### config.mk
export PLATFORM = sky130hd
export DESIGN_NAME = data_mem_arbiter
export DESIGN_NICKNAME = d
export VERILOG_FILES = /design/src/rtl/data_mem_arbiter.sv
export SDC_FILE = /design/constraint.sdc
export NUM_CORES = 1
export LEC_CHECK = 0
export CAP_MARGIN = 25
export CORE_UTILIZATION = 42
export CTS_CLUSTER_SIZE = 28
export DETAILED_ROUTE_END_ITERATION = 16
export GPL_ROUTABILITY_DRIVEN = 0
export PLACE_DENSITY = 0.88
export SETUP_SLACK_MARGIN = 0.05
export SKIP_LAST_GASP = 1
export SYNTH_ARGS = -nofsm -noshare
export SYNTH_HDL_FRONTEND = slang
export SYNTH_SLANG_ARGS = --single-unit
### constraint.sdc
create_clock -name clk -period 2.7 [get_ports clk]
set_input_delay 0.54 -clock clk [delete_from_list [all_inputs] [get_ports clk]]
set_output_delay 0.54 -clock clk [all_outputs]
set_load 0.03 [all_outputs]
### src/rtl/data_mem_arbiter.sv
// Round-robin arbiter sharing one single-port data memory between a core (A)
// and a loader (B); at most one access is in flight at any time.
module data_mem_arbiter #(
  parameter int ADDR_W = 6,
  parameter int DATA_W = 8
) (
  input  logic              clk,
  input  logic              rst,
  input  logic              a_req,
  input  logic              a_we,
  input  logic [ADDR_W-1:0] a_addr,
  input  logic [DATA_W-1:0] a_wdata,
  input  logic              b_req,
  input  logic              b_we,
  input  logic [ADDR_W-1:0] b_addr,
  input  logic [DATA_W-1:0] b_wdata,
  output logic              a_gnt,
  output logic              b_gnt,
  output logic              a_rvalid,
  output logic              b_rvalid,
  output logic [DATA_W-1:0] a_rdata,
  output logic [DATA_W-1:0] b_rdata,
  output logic              mem_enable,
  output logic              mem_read_writenot,
  output logic [ADDR_W-1:0] mem_address1,
  output logic [ADDR_W-1:0] mem_address2,
  output logic [ADDR_W-1:0] mem_write_address,
  output logic [DATA_W-1:0] mem_in_data,
  input  logic [DATA_W-1:0] mem_out_data1
);

  typedef enum logic [1:0] {
    IDLE   = 2'd0,
    ACCESS = 2'd1,
    RESP   = 2'd2
  } state_e;

  state_e              state_q, state_d;
  logic                owner_b_q, owner_b_d;
  logic                prio_b_q, prio_b_d;
  logic                a_gnt_q, a_gnt_d;
  logic                b_gnt_q, b_gnt_d;
  logic                a_rvalid_q, a_rvalid_d;
  logic                b_rvalid_q, b_rvalid_d;
  logic [DATA_W-1:0]   a_rdata_q, a_rdata_d;
  logic [DATA_W-1:0]   b_rdata_q, b_rdata_d;
  logic                mem_enable_q, mem_enable_d;
  logic                mem_rwn_q, mem_rwn_d;
  logic [ADDR_W-1:0]   mem_addr_q, mem_addr_d;
  logic [DATA_W-1:0]   mem_wdata_q, mem_wdata_d;

  logic                req_any;
  logic                win_b;
  logic                sel_we;
  logic [ADDR_W-1:0]   sel_addr;
  logic [DATA_W-1:0]   sel_wdata;

  // B wins when it is alone or when the round-robin pointer favours it.
  assign req_any   = a_req | b_req;
  assign win_b     = b_req & (~a_req | prio_b_q);
  assign sel_we    = win_b ? b_we    : a_we;
  assign sel_addr  = win_b ? b_addr  : a_addr;
  assign sel_wdata = win_b ? b_wdata : a_wdata;

  // State and registered outputs; reset aborts any access in flight.
  always_ff @(posedge clk or posedge rst) begin
    if (rst) begin
      state_q      <= IDLE;
      owner_b_q    <= 1'b0;
      prio_b_q     <= 1'b0;
      a_gnt_q      <= 1'b0;
      b_gnt_q      <= 1'b0;
      a_rvalid_q   <= 1'b0;
      b_rvalid_q   <= 1'b0;
      a_rdata_q    <= {DATA_W{1'b0}};
      b_rdata_q    <= {DATA_W{1'b0}};
      mem_enable_q <= 1'b0;
      mem_rwn_q    <= 1'b0;
      mem_addr_q   <= {ADDR_W{1'b0}};
      mem_wdata_q  <= {DATA_W{1'b0}};
    end else begin
      state_q      <= state_d;
      owner_b_q    <= owner_b_d;
      prio_b_q     <= prio_b_d;
      a_gnt_q      <= a_gnt_d;
      b_gnt_q      <= b_gnt_d;
      a_rvalid_q   <= a_rvalid_d;
      b_rvalid_q   <= b_rvalid_d;
      a_rdata_q    <= a_rdata_d;
      b_rdata_q    <= b_rdata_d;
      mem_enable_q <= mem_enable_d;
      mem_rwn_q    <= mem_rwn_d;
      mem_addr_q   <= mem_addr_d;
      mem_wdata_q  <= mem_wdata_d;
    end
  end

  // Next state, access owner and round-robin pointer.
  always_comb begin
    state_d   = state_q;
    owner_b_d = owner_b_q;
    prio_b_d  = prio_b_q;
    case (state_q)
      IDLE: begin
        if (req_any) begin
          state_d   = ACCESS;
          owner_b_d = win_b;
          prio_b_d  = ~win_b;
        end else begin
          state_d   = IDLE;
        end
      end
      ACCESS: begin
        // mem_rwn_q still holds the latched direction of this access
        if (mem_rwn_q) begin
          state_d = RESP;
        end else begin
          state_d = IDLE;
        end
      end
      RESP:    state_d = IDLE;
      default: state_d = IDLE;
    endcase
  end

  // Registered-output values for the next cycle.
  always_comb begin
    a_gnt_d      = 1'b0;
    b_gnt_d      = 1'b0;
    a_rvalid_d   = 1'b0;
    b_rvalid_d   = 1'b0;
    a_rdata_d    = a_rdata_q;
    b_rdata_d    = b_rdata_q;
    mem_enable_d = 1'b0;
    mem_rwn_d    = mem_rwn_q;
    mem_addr_d   = mem_addr_q;
    mem_wdata_d  = mem_wdata_q;
    case (state_q)
      IDLE: begin
        if (req_any) begin
          a_gnt_d      = ~win_b;
          b_gnt_d      = win_b;
          mem_enable_d = 1'b1;
          mem_rwn_d    = ~sel_we;
          mem_addr_d   = sel_addr;
          mem_wdata_d  = sel_wdata;
        end else begin
          mem_enable_d = 1'b0;
        end
      end
      RESP: begin
        if (owner_b_q) begin
          b_rvalid_d = 1'b1;
          b_rdata_d  = mem_out_data1;
        end else begin
          a_rvalid_d = 1'b1;
          a_rdata_d  = mem_out_data1;
        end
      end
      default: begin
        mem_enable_d = 1'b0;
      end
    endcase
  end

  assign a_gnt             = a_gnt_q;
  assign b_gnt             = b_gnt_q;
  assign a_rvalid          = a_rvalid_q;
  assign b_rvalid          = b_rvalid_q;
  assign a_rdata           = a_rdata_q;
  assign b_rdata           = b_rdata_q;
  assign mem_enable        = mem_enable_q;
  assign mem_read_writenot = mem_rwn_q;
  assign mem_address1      = mem_addr_q;
  assign mem_write_address = mem_addr_q;
  assign mem_address2      = {ADDR_W{1'b0}};
  assign mem_in_data       = mem_wdata_q;

endmodule
**Word-level counts from Yosys, hierarchy flattened**

Cells that the tools add are included.

- Register bits: 40
- Output and inout port bits: 48
- Input port bits: 42
- Word-level logic and storage cells: 42

- Bitwise operators: 7
- Reductions and logical operators: 4
- Eq/ne operators: 2
- Mux-type cells: 16

Operators with widths:

| cell | number |
|---|---|
| $mux 1 | 12 |
| $mux 8 | 1 |
| $mux 6 | 1 |
| $reduce_and 2->1 | 3 |
| $not 1->1 | 4 |
| $pmux 2 s2 | 1 |
| $eq 2x1->1 const B | 1 |
| $eq 2x2->1 const B | 1 |
| $logic_not 2->1 | 1 |
| $mux 2 | 1 |
| $or 1x1->1 | 2 |
| $and 1x1->1 | 1 |

**Logic depth before layout (Yosys ltp)**

- Depth after elaboration: 6
- Mapped depth: 5
- Gate-level depth less buffers: 3

**Worst setup path after synthesis**

No wires, ideal clock.

- Kind: flip-flop to flip-flop
- From: register state_q[0]
- To: register mem_addr_q[5] (netlist: mem_address1[5])
- Slack: 1.319 ns
- Library setup time: 0.138 ns
- Path buffers: 2
- Clock period less this slack: 1.381 ns
- Required time: 2.562 ns
- Arrival: 1.243 ns
- Cell stages (with the launch flop): 6
- Cell sequence: dfrtp_1 or2_1 buf_6 buf_6 o21ai_1 o221ai_1

- Word-level cells in the longest chain between the ends: 2

RTL lines:

| element | line | text |
|---|---|---|
| from (decl) | 38 | `state_e state_q, state_d;` |
| from (signal assigned) | 82 | `state_q <= state_d;` |
| $logic_not 2->1 | 138 | `case (state_q)` |
| $reduce_and 2->1 (no source line) | -- |  |
| to (signal assigned) | 79 | `mem_addr_q <= {ADDR_W{1'b0}};` |
| to (signal assigned) | 93 | `mem_addr_q <= mem_addr_d;` |
| to (decl) | 49 | `logic [ADDR_W-1:0] mem_addr_q, mem_addr_d;` |

No other way between the ends.
A chain may end at the register's enable or synchronous reset.

==> reports/summary.md <==
The run finished with clean final reports. The run gives 0.00380 mm² as the core area. In this run the tightest slew margin relative to its limit is 63.4%. The first global-routing pass estimated 5930 µm of wire.

In this run, post-CTS hold repair placed 0 buffers. CTS saw 39 sinks. The logs give 17 for the number of distinct standard cells referenced by the synthesized netlist and 75 for the number of violations reported at the end of detailed-routing iteration 0. Sorting the synthesized cells by how often they occur yields 39 x dfrtp_1, 32 x inv_1, 16 x mux2_2, 15 x buf_4, 15 x o221ai_1.

STA puts the critical path data arrival time at 1.42 ns. In the routed design, unresolved DRC markers number 0. Setup total negative slack on the finished layout was measured at 0 ns. The startpoint identified for the worst register-to-register timing path is state_q[0]. Along the worst path, the maximum fanout reaches 6. The library cell with the largest summed area after synthesis is dfrtp_1.

Clock skew on the completed layout was measured at 0.00742 ns. Count of cells along the worst register-to-register path: 3. The run gives 1.23 nW as the standby leakage power.

The startpoint of the most critical setup path is state_q[0]. The tools report the kind of end point of the critical path as an output port. The most repeated cell in the gate-level netlist after synthesis was dfrtp_1. The final routed wirelength across all metal layers is 3630 µm.

The initial antenna violation count was 0; the largest stage delay on the critical path was 0.71 ns. The number of warnings reported in the yosys synthesis log was 0; the count of endpoints failing hold in the final timing report was 0. The startpoint type of the worst setup path was a flop. STA puts the critical path data required time at 2.16 ns. In this run the cell area of the synthesized design comes to 0.00172 mm². The tools report the number of slew-limit violations in the final report as 0.

The worst hold endpoint is state_q[1]. The register clock-pin slew on the reported worst setup and hold paths is 0.07 ns. The most frequently used flop master after synthesis is dfrtp_1. The total number of vias was 1347.

Setup repair after global routing left no endpoint under its margin. In the synthesized netlist, the number of instances is 152. The final HPWL from detailed placement was 2560 µm; the final number of setup-violating endpoints was 0.

In the global route stage, overall resource usage came out at 18.2%. Traced cell by cell, the critical path runs through clkdlybuf4s50_1. VDD sags by at most 0.713 mV. After the last flow step, the layout net total stands at 274. In this run the mean area of a mapped cell was 11.3 µm². TritonCTS built the clock tree. The die extent in x is 66.0 µm. The start point of the worst hold path is state_q[1].

The cell family contributing the most delay on the critical path is buffers and inverters. The tools report the effective utilization at floorplan as 45.2%. The tools report the root buffer cell as clkbuf_8. The critical path is of the reg2out type. The floorplan step set the die height to 66.0 µm.

The run gives 4 as the number of detailed-routing iterations run before antenna repair. Entering global routing, the biggest net connects 40 pins. The run gives 5 as the number of buffers created by CTS. On the critical path, the stage with the largest delay is an instance of clkdlybuf4s50_1.

The antenna diode count was 0. Total power for the finished layout comes to 3.36 mW. In the final routed layout, each cell accounts on average for 12.9 µm. Dividing the detail-routed via count by the number of cells gives 4.79.

The run gives 0.00435 mm² as the overall die area. The total global routing overflow is 0. Sequential elements use 56.8% of the synthesized area. The number of buffer and inverter stages on the critical path is 1. The highest attainable clock frequency is 0.511 GHz, and the final period demand of the worst path is 1.96 ns. The logs give 0.743 ns for the final critical-path setup slack and 1333 for the via count of the first global-routing pass. The count of standard-cell rows is 22. OpenSTA, run right after detailed placement, puts the worst setup slack at 0.849 ns. Synthesis inferred 39 register bits. Max-cap violations in this run came to 0. For this design the top-level I/O count stands at 90.

The pin slew with the least headroom to its limit works out to 0.549 ns. The fraction of synthesized cell area taken by the top area cell type was 56.8%. The power density over the cells was 1270 mW/mm²; the H-tree depth was 2.

The clock latency of the later-clocked register in the worst-skew pair came out at 0.29 ns. The proportion of register bits with asynchronous set or reset after synthesis is 100%. Worst hold-check path type: reg2reg.

The relative area change from synthesis to final layout is 53.8%. In this run the post-CTS setup repair buffer count came out at 0. Once detail routing completed, the nets flagged for antenna violations numbered 0. The number of enable-type register cells in the synthesized netlist is 0. In this run the deepest clock path goes through 2 buffers. By area the synthesized netlist is led by dfrtp_1 57%, mux2_2 10%, o221ai_1 7.6%. Worst hold path depth: 1. Capturing point of the worst reg2reg path: mem_address1[4].

The post-route netlist has 12.4% of its cells at a drive strength greater than 1. After layout, the worst path uses 72.5% of the clock period. The setup check on the worst reg-to-reg path leaves a slack of 1.26 ns. Once the clock tree was built, the resizer swapped 0 gates to a different size. Number of buffer cells added on primary ports: 83.
==> layout make-up <==
class | count | area [µm²]
clock buffer | 6 | 72.6
tap | 48 | 60.1
timing repair buffer | 86 | 853
sequential | 39 | 976
multi-input combinational | 68 | 500
fill | 300 | 1160
inverter | 32 | 120
clock inverter | 2 | 60.1
==> per-stage QoR <==
step | hold WS (ns) | utilization, % | area, µm² | instances
final | 0.500 | 69.6 | 2640 | 281
after global routing | 0.528 | 69.6 | 2640 | 281
after CTS | 0.504 | 69.6 | 2640 | 281
after detailed placement | 0.490 | 66.1 | 2510 | 273
after global placement | 0.485 | 66.1 | 2510 | 273
after floorplan | 0.468 | - | 1740 | 157
==> report_power, final <==
group          total (mW)  switching (mW)  internal [mW]
combinational        1.77           0.992          0.782
sequential           1.03           0.163          0.862
clock               0.561           0.192          0.369
total                3.36            1.35           2.01
==> how the worst max path moves through the flow <==
| stage | endpoint | slack [ns] | cells past startpoint |
|---|---|---|---|
| floorplan | a_gnt | 1.27 | 1 |
| global placement | mem_address1[4] | 0.93 | 4 |
| detailed placement | mem_in_data[2] | 0.85 | 4 |
| CTS | mem_enable | 0.73 | 1 |
| global route | mem_enable | 0.69 | 1 |
| finish | mem_enable | 0.74 | 1 |
==> flip-flops by register name (all words and copies together), names as in the netlist <==
| name | flops |
|---|---|
| a_gnt | 1 |
| a_rdata | 8 |
| a_rvalid | 1 |
| b_gnt | 1 |
| b_rdata | 8 |
| b_rvalid | 1 |
| mem_address1 | 6 |
| mem_in_data | 8 |
| mem_read_writenot | 1 |
| owner_b_q | 1 |
| prio_b_q | 1 |
| state_q | 2 |
==> worst reg2reg max path, stage by stage (launching register included) <==
cell      delay (ns)
dfrtp_1         0.43
or2_1           0.46
o21ai_0         0.27
o221ai_1        0.14
==> layout by cell type, fill, tap and decap left out <==
cell             Yosys  final
buf_4               15      3
bufinv_16            0      2
clkbuf_1             0      1
clkbuf_8             0      5
clkdlybuf4s50_1      0     83
conb_1               1      6
dfrtp_1             39     39
inv_1               32     32
mux2_2              16     16
nand2_1              4      4
nand2b_1             1      1
nand3_2              2      2
nand3b_2             1      1
nor2_1               4      4
nor3b_1              1      1
o21ai_0             10     10
o21ai_1              7      7
o221ai_1            15     15
or2_1                1      1
==> routing by layer <==
metal | up-vias | share of wire, % | GRT usage, %
li1 | 649 | - | -
met1 | 630 | 43 | 22.4
met2 | 61 | 48 | 30.0
met3 | 7 | 7.9 | 5.17
met4 | 0 | 1.3 | 7.18
met5 | - | 0 | 0
==> logic make-up (layout without fill, tap and decap cells) <==
kind of cell,Yosys count,count (layout),synth area share [%]
other,1,6,0.218
DFF,39,39,56.8
muxes,16,16,10.5
and+or+nand+nor,14,14,4.73
buffers and inverters,50,126,15.1
AOI/OAI and AO/OA,32,32,12.6
No activity file was read; power rests on OpenSTA's default activity.
